$ cat config.mk
export PLATFORM = sky130hd
export DESIGN_NAME = uart_rx
export DESIGN_NICKNAME = d
export VERILOG_FILES = /design/src/rtl/uart_rx.sv
export SDC_FILE = /design/constraint.sdc
export NUM_CORES = 1
export LEC_CHECK = 0
export BUFFER_PORTS_ARGS = -buffer_cell sky130_fd_sc_hd__buf_4
export CAP_MARGIN = 20
export CORE_MARGIN = 10
export CORE_UTILIZATION = 59
export CTS_CLUSTER_DIAMETER = 80
export CTS_CLUSTER_SIZE = 28
export DETAILED_ROUTE_END_ITERATION = 8
export GPL_ROUTABILITY_DRIVEN = 0
export GPL_TIMING_DRIVEN = 0
export PLACE_DENSITY = 0.81
export RECOVER_POWER = 25
export SLEW_MARGIN = 10
export SYNTH_ARGS = -nofsm -noshare
export SYNTH_HDL_FRONTEND = slang
export SYNTH_SLANG_ARGS = --single-unit
$ cat constraint.sdc
create_clock -name clk -period 2.3 [get_ports clk]
set_input_delay 0.115 -clock clk [delete_from_list [all_inputs] [get_ports clk]]
set_output_delay 0.115 -clock clk [all_outputs]
set_load 0.1 [all_outputs]
$ cat src/rtl/uart_rx.sv
// 8N1 serial receiver: 2-flop synchronizer, 3-sample majority voting at mid-bit,
// one-cycle rx_ready / rx_frame_error strobes, and break handling after a bad stop bit.
module uart_rx #(
  parameter int CLK_HZ      = 12000000,
  parameter int BAUD_RATE   = 115200,
  parameter int BIT_CYCLES  = (CLK_HZ + BAUD_RATE/2) / BAUD_RATE,
  parameter int HALF_CYCLES = BIT_CYCLES/2
) (
  input  logic       clk,
  input  logic       reset_n,
  input  logic       rx_line,
  output logic [7:0] rx_data,
  output logic       rx_ready,
  output logic       rx_frame_error,
  output logic       rx_busy
);

  localparam int CW = (BIT_CYCLES > 2) ? $clog2(BIT_CYCLES) : 1;
  localparam logic [CW-1:0] BIT_LOAD  = CW'(BIT_CYCLES - 1);
  localparam logic [CW-1:0] HALF_LOAD = CW'(HALF_CYCLES - 1);
  localparam logic [CW-1:0] CNT_ONE   = CW'(1);

  typedef enum logic [2:0] {
    ST_IDLE,
    ST_START,
    ST_DATA,
    ST_STOP,
    ST_BREAK
  } state_e;

  logic          sync1_q, sync2_q;
  logic [1:0]    hist_q;
  state_e        state_q, state_d;
  logic [CW-1:0] cnt_q, cnt_d;
  logic [2:0]    bit_idx_q, bit_idx_d;
  logic [7:0]    shift_q, shift_d;
  logic [7:0]    rx_data_q, rx_data_d;
  logic          ready_q, ready_d;
  logic          ferr_q, ferr_d;
  logic          busy_q, busy_d;

  logic rx_s;
  logic sample;
  logic cnt_zero;

  assign rx_s     = sync2_q;
  // Majority of the current synchronized value and the two before it.
  assign sample   = (rx_s & hist_q[0]) | (rx_s & hist_q[1]) | (hist_q[0] & hist_q[1]);
  assign cnt_zero = (cnt_q == '0);

  always_comb begin
    state_d   = state_q;
    cnt_d     = cnt_q;
    bit_idx_d = bit_idx_q;
    shift_d   = shift_q;
    rx_data_d = rx_data_q;
    ready_d   = 1'b0;
    ferr_d    = 1'b0;
    busy_d    = busy_q;

    case (state_q)
      ST_IDLE: begin
        if (!rx_s) begin
          state_d = ST_START;
          cnt_d   = HALF_LOAD;
          busy_d  = 1'b1;
        end
      end

      ST_START: begin
        if (!cnt_zero) begin
          cnt_d = cnt_q - CNT_ONE;
        end else if (sample) begin
          state_d = ST_IDLE;
          cnt_d   = '0;
          busy_d  = 1'b0;
        end else begin
          state_d   = ST_DATA;
          cnt_d     = BIT_LOAD;
          bit_idx_d = 3'd0;
        end
      end

      ST_DATA: begin
        if (!cnt_zero) begin
          cnt_d = cnt_q - CNT_ONE;
        end else begin
          shift_d = {sample, shift_q[7:1]};
          cnt_d   = BIT_LOAD;
          if (bit_idx_q == 3'd7) begin
            state_d = ST_STOP;
          end else begin
            bit_idx_d = bit_idx_q + 3'd1;
          end
        end
      end

      ST_STOP: begin
        if (!cnt_zero) begin
          cnt_d = cnt_q - CNT_ONE;
        end else if (sample) begin
          // Leave at mid-stop so a back-to-back start edge is not missed.
          state_d   = ST_IDLE;
          cnt_d     = '0;
          rx_data_d = shift_q;
          ready_d   = 1'b1;
          busy_d    = 1'b0;
        end else begin
          state_d = ST_BREAK;
          cnt_d   = BIT_LOAD;
          ferr_d  = 1'b1;
        end
      end

      ST_BREAK: begin
        if (!rx_s) begin
          cnt_d = BIT_LOAD;
        end else if (cnt_zero) begin
          state_d = ST_IDLE;
          busy_d  = 1'b0;
        end else begin
          cnt_d = cnt_q - CNT_ONE;
        end
      end

      default: begin
        state_d = ST_IDLE;
        cnt_d   = '0;
        busy_d  = 1'b0;
      end
    endcase
  end

  always_ff @(posedge clk or negedge reset_n) begin
    if (!reset_n) begin
      sync1_q   <= 1'b1;
      sync2_q   <= 1'b1;
      hist_q    <= 2'b11;
      state_q   <= ST_IDLE;
      cnt_q     <= '0;
      bit_idx_q <= 3'd0;
      shift_q   <= 8'h00;
      rx_data_q <= 8'h00;
      ready_q   <= 1'b0;
      ferr_q    <= 1'b0;
      busy_q    <= 1'b0;
    end else begin
      sync1_q   <= rx_line;
      sync2_q   <= sync1_q;
      hist_q    <= {hist_q[0], sync2_q};
      state_q   <= state_d;
      cnt_q     <= cnt_d;
      bit_idx_q <= bit_idx_d;
      shift_q   <= shift_d;
      rx_data_q <= rx_data_d;
      ready_q   <= ready_d;
      ferr_q    <= ferr_d;
      busy_q    <= busy_d;
    end
  end

  assign rx_data        = rx_data_q;
  assign rx_ready       = ready_q;
  assign rx_frame_error = ferr_q;
  assign rx_busy        = busy_q;

endmodule

# Word-level counts from Yosys, hierarchy flattened
# Index checks and enable logic that the tools add are counted.
[word_totals] in_bits=3 ff_bits=36 word_cells=80 out_inout_bits=11
[classes] add_sub_neg=2 n_eq_ne=17 mux=34 reduce_logical=10 bitwise=6
[op_table] operator="$mux 7" count=6
[op_table] operator="$mux 3" count=12
[op_table] operator="$pmux 7 s4" count=1
[op_table] operator="$ne 2x2->1 const B" count=9
[op_table] operator="$pmux 3 s5" count=1
[op_table] operator="$mux 1" count=11
[op_table] operator="$logic_not 7->1" count=1
[op_table] operator="$reduce_and 7->1" count=1
[op_table] operator="$sub 7x1->7 const B" count=1
[op_table] operator="$eq 3x2->1 const B" count=2
[op_table] operator="$eq 3x3->1 const B" count=2
[op_table] operator="$pmux 3 s2" count=1
[op_table] operator="$reduce_and 6->1" count=1
[op_table] operator="$reduce_and 5->1" count=1
[op_table] operator="$ne 2x1->1 const B" count=2
[op_table] operator="$pmux 1 s4" count=1
[op_table] operator="$reduce_and 2->1" count=2
[op_table] operator="$add 3x1->3 const B" count=1
[op_table] operator="$and 1x1->1" count=3
[op_table] operator="$eq 3x1->1 const B" count=1
[op_table] operator="$logic_not 3->1" count=1
[op_table] operator="$ne 3x3->1 const B" count=1
[op_table] operator="$reduce_and 3->1" count=1
[op_table] operator="$mux 2" count=1
[op_table] operator="4 further kinds" count=5

# Longest topological paths before layout
# Gate-level depths: netlist of the first run.
[logic_depth] ltp_word=6 ltp_mapped=7 ltp_nobuf=6

# Least setup slack after synthesis of the first run
# OpenSTA, ideal clock, no wires.
[synth_timing] path_type="flip-flop to flip-flop" startpoint="register cnt_q[3]" endpoint="register state_q[2]" required_time_ps=2175 path_stages_with_launch=7 period_less_slack_ps=1905 path_buffers=2 arrival_time_ps=1780 setup_time_ps=125 setup_slack_ps=395 cell_sequence="dfrtp_1 buf_6 or4_4 buf_6 o31ai_4 a211oi_2 mux2_4"
[synth_via] elab_chain_cells=3 elab_cells_between_ends=6 cone_classes="eq/ne: 4; reduce/logical: 2"
[synth_lines] element="from (decl)" line_no="34" rtl="logic [CW-1:0] cnt_q, cnt_d;"
[synth_lines] element="from (signal assigned)" line_no="152" rtl="cnt_q <= cnt_d;"
[synth_lines] element="$logic_not 7->1 (*)" line_no="49" rtl="assign cnt_zero = (cnt_q == '0);"
[synth_lines] element="$ne 2x2->1 (no line)"
[synth_lines] element="$reduce_and 7->1 (no line) (*)"
[synth_lines] element="to (signal assigned)" line_no="151" rtl="state_q <= state_d;"
[synth_lines] element="to (decl)" line_no="33" rtl="state_e state_q, state_d;"
# Mark *: on every way between the ends. The rest lies on a longest branch, timed or not.
# A chain may end at the register's enable or synchronous reset.

# Final worst setup path of the first run
[layout_timing] startpoint="register cnt_q[2]" endpoint="register cnt_q[1]"
[layout_via] elab_chain_cells=3 elab_cells_between_ends=6 cone_classes="eq/ne: 1; mux: 3; reduce/logical: 2"
[layout_lines] element="$logic_not 7->1 (*)" line_no="49"
[layout_lines] element="$mux 7, or another cell as far along" line_no="71" rtl="if (!cnt_zero) begin"
[layout_lines] element="$pmux 7 s4 / $reduce_and 2->1 (equally long branches)"
# Marks and branches as above.

==> flow_metrics.tcl, run 1 <==
set metrics [dict create \
    grt_pass1_vias 1587 \
    r2r-start "cnt_q[2]" \
    drive_gt1_share_pct 24.40 \
    crit_chain "nor4_2, nand2_1, clkbuf_1, a211oi_1, mux2i_1" \
    nets 215 \
    fill_cells 236 \
    grt_antenna_before_repair 0 \
    avgSynthCellArea_um2 10.68 \
    period_share_pct 92.27 \
    drc 0 \
    power.total_w 0.001043 \
    postCtsHoldBufs 2 \
    final-hold-violation-count 0 \
    regToRegEndpoint "cnt_q[1]" \
    worstSetupEndpoint "cnt_q[1]" \
    tightest_slew_ns 1.846 \
    grt_max_degree 37 \
    cp_num_buf_inv 1 \
    fmax_mhz 471.2 \
    die_w_um 78.03 \
    synthArstFlopShare_pct 100.0 \
    cpPeakStageDelay_ns 0.52 \
    irDropWorstVdd_uv 406.6 \
    dp_hpwl_um 2984 \
    grt_remaining_overflow 0 \
    groute.usage.overall_pct 14.32 \
    clock_path_buffers 2 \
    cts_setup_buffers 0 \
    cp-startpoint "cnt_q[2]" \
    placedCellCount 245 \
    ys_seq_elements 36 \
    insertion_delay_ns 0.35 \
    critPathSlowestCell "nor4_2" \
    netlist.area_leader.share_pct 40.30 \
    cp-end-kind "flop" \
    initial_core_util_pct 60.50 \
    drt-total-wl_um 4197 \
    arrival_ns 2.39 \
    path_clk_slew_ns 0.11 \
    drtAntennaViolNets 0 \
    ys_seq_area_share_pct 45.59 \
    wl_per_cell_um 16.46 \
    cts_buffers 5 \
    synth_top_area_cell "dfrtp_1" \
    drv_slew 37 \
    cp_max_fo 10 \
    drt_iter0_drc 175 \
    r2r_cells 5 \
    relSlewSlack_pct -23.09 \
    p_leak_nw 1.036 \
    netlist_instances 186 \
    min_path_type "flop to flop" \
    ioPinCount 14 \
    fin_cells 255 \
    clock-sinks 36 \
    netlist_area_um2 1987 \
    numPortBuffers 13 \
    synth_flop_cell "dfrtp_1" \
    ys_types 56 \
    synth.area.top_cells "dfrtp_1 (40%), dfstp_2 (5.3%), mux2_1 (4.5%)" \
    rows 21 \
    violations "max-capacitance violations, max-slew violations" \
    crit_type "flop to flop" \
    yosys-top-cells-count "dfrtp_1 (32), nand2_1 (12), inv_1 (10), nor2_1 (10), nor3_1 (10)" \
    cts_tree "done" \
    max-cap-violations 1 \
    viasPerCell 6.235 \
    cts.repair.resized 0 \
    worst_clock_skew_ns 0.01410 \
    reg2reg_slack_ns 0.18 \
    diodes 0 \
    min_from "sync1_q" \
    rsz0062_at_grt "false" \
    grt_pass1_wl_um 7210 \
    p_per_area_nw_per_um2 469.3 \
    synth.net_count 193 \
    setup_tns_ns 0 \
    critPathTopFamily "simple AND/OR/NAND/NOR gates" \
    synth_most_common_cell "dfrtp_1" \
    cts_root_buffer "clkbuf_4" \
    drt_first_pass_iters 5 \
    vias 1590 \
    regArea_um2 905.9 \
    final.min_clock_period_ns 2.122 \
    crit_required_ns 2.57 \
    die_h_um 78.03 \
    start_kind "flop" \
    dieArea_um2 6089 \
    finalSetupViolations 0 \
    status "complete, but fails checks" \
    area_growth_pct 11.90 \
    htreeDepth 2 \
    multi_input_area_um2 972.2 \
    coreArea_um2 3284 \
    synth-edff-count 0 \
    ys_warn_count 0 \
    path_depth 5 \
]
worst min path at each step:
stage	slack [ns]	to	cells after the start
after CTS	0.26	rx_data[2]	2
after floorplan	-0.18	bit_idx_q[0]	0
after global routing	0.37	rx_s	0
after global placement	0.09	cnt_q[3]	1
final	0.37	rx_s	0
after detailed placement	0.1	cnt_q[3]	1
cell type report:
class | instances | area share (%)
repair buffers | 15 | 5.121
well taps | 46 | 2.589
inverters | 10 | 1.688
multi-input cells | 127 | 43.73
flip-flops and latches | 36 | 40.74
plain buffers | 13 | 3.208
clock buffers | 6 | 2.307
clock inverters | 2 | 0.6190
kinds of logic after synthesis:
kind of cell,synth area share (%)
AND/OR/NAND/NOR,17.44
AO/OA/AOI/OAI,15.68
flip-flops,45.59
buffers and inverters,5.479
multiplexers,12.34
adder cells (fa/ha/maj),3.023
XOR/XNOR,0.4409
cells in the final DEF (no fill, tap or decap), types with 2 or more instances in the layout:
| master | instances |
|---|---|
| and4_1 | 2 |
| nand2_1 | 12 |
| clkbuf_1 | 8 |
| nand4_1 | 2 |
| nand2b_1 | 5 |
| o211ai_1 | 2 |
| clkbuf_4 | 6 |
| buf_4 | 12 |
| o31a_2 | 2 |
| nor3_1 | 10 |
| nor2b_1 | 4 |
| mux2_1 | 8 |
| inv_1 | 10 |
| ha_1 | 4 |
| nor2_1 | 10 |
| a21oi_1 | 8 |
| o21ai_0 | 6 |
| mux2_2 | 8 |
| nor4_1 | 3 |
| mux2i_1 | 5 |
| buf_2 | 2 |
| dfstp_2 | 4 |
| dfrtp_1 | 32 |
| a311oi_1 | 3 |
| o22ai_1 | 2 |
| a22o_1 | 2 |
| dlygate4sd3_1 | 2 |
| buf_6 | 2 |
state kept, by name, summed over array words and instances, names as in the netlist, 2 cells and up:
register / cells
bit_idx_q: 3
cnt_q: 7
hist_q: 2
rx_data: 8
shift_q: 8
state_q: 3
power by group:
group / switching (W) / internal, W / total (W)
Combinational: 0.0000212 / 0.00000759 / 0.0000288
Clock: 0.000222 / 0.000151 / 0.000373
Sequential: 0.00000249 / 0.000639 / 0.000642
layer usage:
layer	global-route usage, %	up-vias	wire (µm)
met5	0	-	0
met4	6.989	0	85
met3	4.670	12	343
met2	22.22	86	2026
met1	17.61	768	1741
li1	-	724	-
metrics by stage:
step,cell area [µm²],utilization [%],setup WS (ns),hold WS (ns)
after global routing,2223,67.70,0.07819,0.3742
after floorplan,1987,-,0.3948,-0.1806
final,2223,67.70,0.1777,0.3661
after global placement,2142,65.22,0.3393,0.08523
after detailed placement,2142,65.22,0.2606,0.09648
after CTS,2227,67.81,0.2277,0.2551
No activity file was read; power rests on OpenSTA's default activity.
==> inputs of run 2 (changes only) <==
- ABC_AREA: unset -> 1
==> flow_metrics.tcl, run 2 <==
set metrics [dict create \
    status "completed" \
    postCtsHoldBufs 2 \
    clock-sinks 36 \
    coreArea_um2 3053 \
    ioPinCount 14 \
    cts_setup_buffers 0 \
    min_from "sync1_q" \
    initial_core_util_pct 61.35 \
    period_share_pct 77.38 \
    diodes 0 \
    drt_iter0_drc 117 \
    cts_root_buffer "clkbuf_4" \
    die_h_um 76.35 \
    crit_chain "inv_1, ha_1, inv_1, nor2_1, nand3_4, nor2_1, nand2_2, buf_6, nand2_1, o21ai_2" \
    crit_type "flop to flop" \
    netlist.area_leader.share_pct 42.75 \
    setup_tns_ns 0 \
    drt_first_pass_iters 4 \
    rows 20 \
    yosys-top-cells-count "nand2_1 (84), dfrtp_1 (32), inv_1 (23)" \
    irDropWorstVdd_uv 453.2 \
    synth.net_count 229 \
    synth_top_area_cell "dfrtp_1" \
    r2r-start "cnt_q[0]" \
    cts_tree "done" \
    cp-end-kind "flop" \
    viasPerCell 4.886 \
    synth.area.top_cells "dfrtp_1 (43%), nand2_1 (17%), dfstp_2 (5.6%)" \
    cts.repair.resized 0 \
    drt-total-wl_um 3491 \
    synth_flop_cell "dfrtp_1" \
    p_leak_nw 1.109 \
    fin_area_um2 2138 \
    hold_depth 0 \
    final.setup.worst_slack_ns 0.5203 \
    rsz0062_at_grt "false" \
    final-hold-violation-count 0 \
    netlist_instances 222 \
    place_area_um2 2026 \
    max-cap-violations 0 \
    nets 251 \
    dieArea_um2 5829 \
    synthArstFlopShare_pct 100.0 \
    drc 0 \
    dp_hpwl_um 2487 \
    worst_clock_skew_ns 0.007969 \
    ys_seq_elements 36 \
    final.min_clock_period_ns 1.780 \
    relSlewSlack_pct 42.49 \
    arrival_ns 2.03 \
    power.total_w 0.001176 \
    area_growth_pct 14.16 \
    cts_buffers 5 \
    ys_warn_count 0 \
    timing.hold.ws_ns 0.3631 \
    critPathSlowestCell "dfrtp_1" \
    vias 1412 \
    insertion_delay_ns 0.35 \
    die_w_um 76.35 \
    layout_common_cells "nand2_1 (84), dfrtp_1 (32), inv_1 (23)" \
    grt_antenna_before_repair 0 \
    r2r_cells 10 \
    synth_most_common_cell "nand2_1" \
    cp_max_fo 10 \
    htreeDepth 2 \
    min_path_type "flop to flop" \
    wl_per_cell_um 12.08 \
    netlist_area_um2 1873 \
    start_kind "flop" \
    clock_path_buffers 2 \
    groute.usage.overall_pct 12.69 \
    cpPeakStageDelay_ns 0.42 \
    fmax_mhz 561.9 \
    grt_pass1_wl_um 6147 \
    numPortBuffers 13 \
    grt_max_degree 37 \
    ys_types 30 \
    finalSetupViolations 0 \
    holdPathEnd "rx_s" \
    drv_slew 0 \
    synth-edff-count 0 \
    drive_gt1_share_pct 22.86 \
    tightest_slew_ns 0.8627 \
    ys_seq_area_share_pct 48.36 \
    drtAntennaViolNets 0 \
    regToRegEndpoint "rx_data[5]" \
    path_clk_slew_ns 0.11 \
    reg2reg_slack_ns 0.52 \
    grt_remaining_overflow 0 \
    avgSynthCellArea_um2 8.437 \
    grt_pass1_vias 1423 \
    dp_slack_ns 0.5499 \
    p_per_area_nw_per_um2 550.1 \
    crit_required_ns 2.55 \
    final_common_cell "nand2_1" \
]
## run 2: cell count changes after synthesis, moves of 7 or more
cell	change
nand2_1	+72
clkbuf_1	-7
inv_1	+13
mux2_2	-8
nor3_1	-10
mux2_1	-8
nand3_1	+10
o21ai_2	+8
## run 2: worst max path at each step
| stage | from | endpoint |
|---|---|---|
| finish | cnt_q[0] | rx_data[5] |
| global route | cnt_q[0] | cnt_q[2] |
| CTS | cnt_q[0] | rx_data[5] |
| detailed placement | cnt_q[0] | rx_data[5] |
| global placement | cnt_q[0] | rx_data[5] |
| floorplan | cnt_q[0] | rx_data[4] |
## run 2: power by group
| part | switching (W) | leakage (nW) | internal [W] |
|---|---|---|---|
| Clock | 0.000220 | 0.0515 | 0.000288 |
| Combinational | 0.0000184 | 0.590 | 0.00000713 |
| Sequential | 0.00000321 | 0.468 | 0.000639 |
## run 2: metrics by stage
stage / utilization [%] / std cells
floorplan: - / 222
global placement: 66.35 / 279
detailed placement: 66.35 / 279
CTS: 70.12 / 289
global route: 70.04 / 289
finish: 70.04 / 289
## run 2: worst max-delay path: cells and delay by family, from the launching register on
family	cells	cell delay, ns
AOI/OAI and AO/OA	1	0.05
adders and majority gates	1	0.17
buffers and inverters	3	0.37
DFF	1	0.42
and+or+nand+nor	5	0.66
## run 2: kinds of logic (layout without fill, tap and decap cells)
| group | after synthesis | in the layout | share of synthesized area (%) |
|---|---|---|---|
| compound gates | 31 | 31 | 11.22 |
| xor+xnor | 2 | 2 | 0.9354 |
| fa+ha+maj | 4 | 4 | 2.672 |
| buf+inv | 30 | 53 | 7.148 |
| flops | 36 | 36 | 48.36 |
| simple gates | 119 | 119 | 29.66 |
## run 2: final cells by class
class / instances / area [µm²]
Inverter: 27 / 103.9
Buffer: 3 / 30.03
Clock inverter: 1 / 30.03
Clock buffer: 7 / 65.06
Sequential cell: 36 / 905.9
Multi-Input combinational cell: 156 / 833.3
Fill cell: 255 / 914.6
Timing Repair Buffer: 15 / 115.1
Tap cell: 44 / 55.05
## run 2: routing by layer
layer | global-route usage, % | part of all wire (%) | up-vias | wire length [µm]
met5 | 0 | 0 | - | 0
met4 | 5.390 | 1.5 | 0 | 54
met3 | 4.363 | 5.2 | 7 | 181
met2 | 20.24 | 45 | 23 | 1579
met1 | 15.19 | 48 | 637 | 1675
li1 | - | - | 745 | -
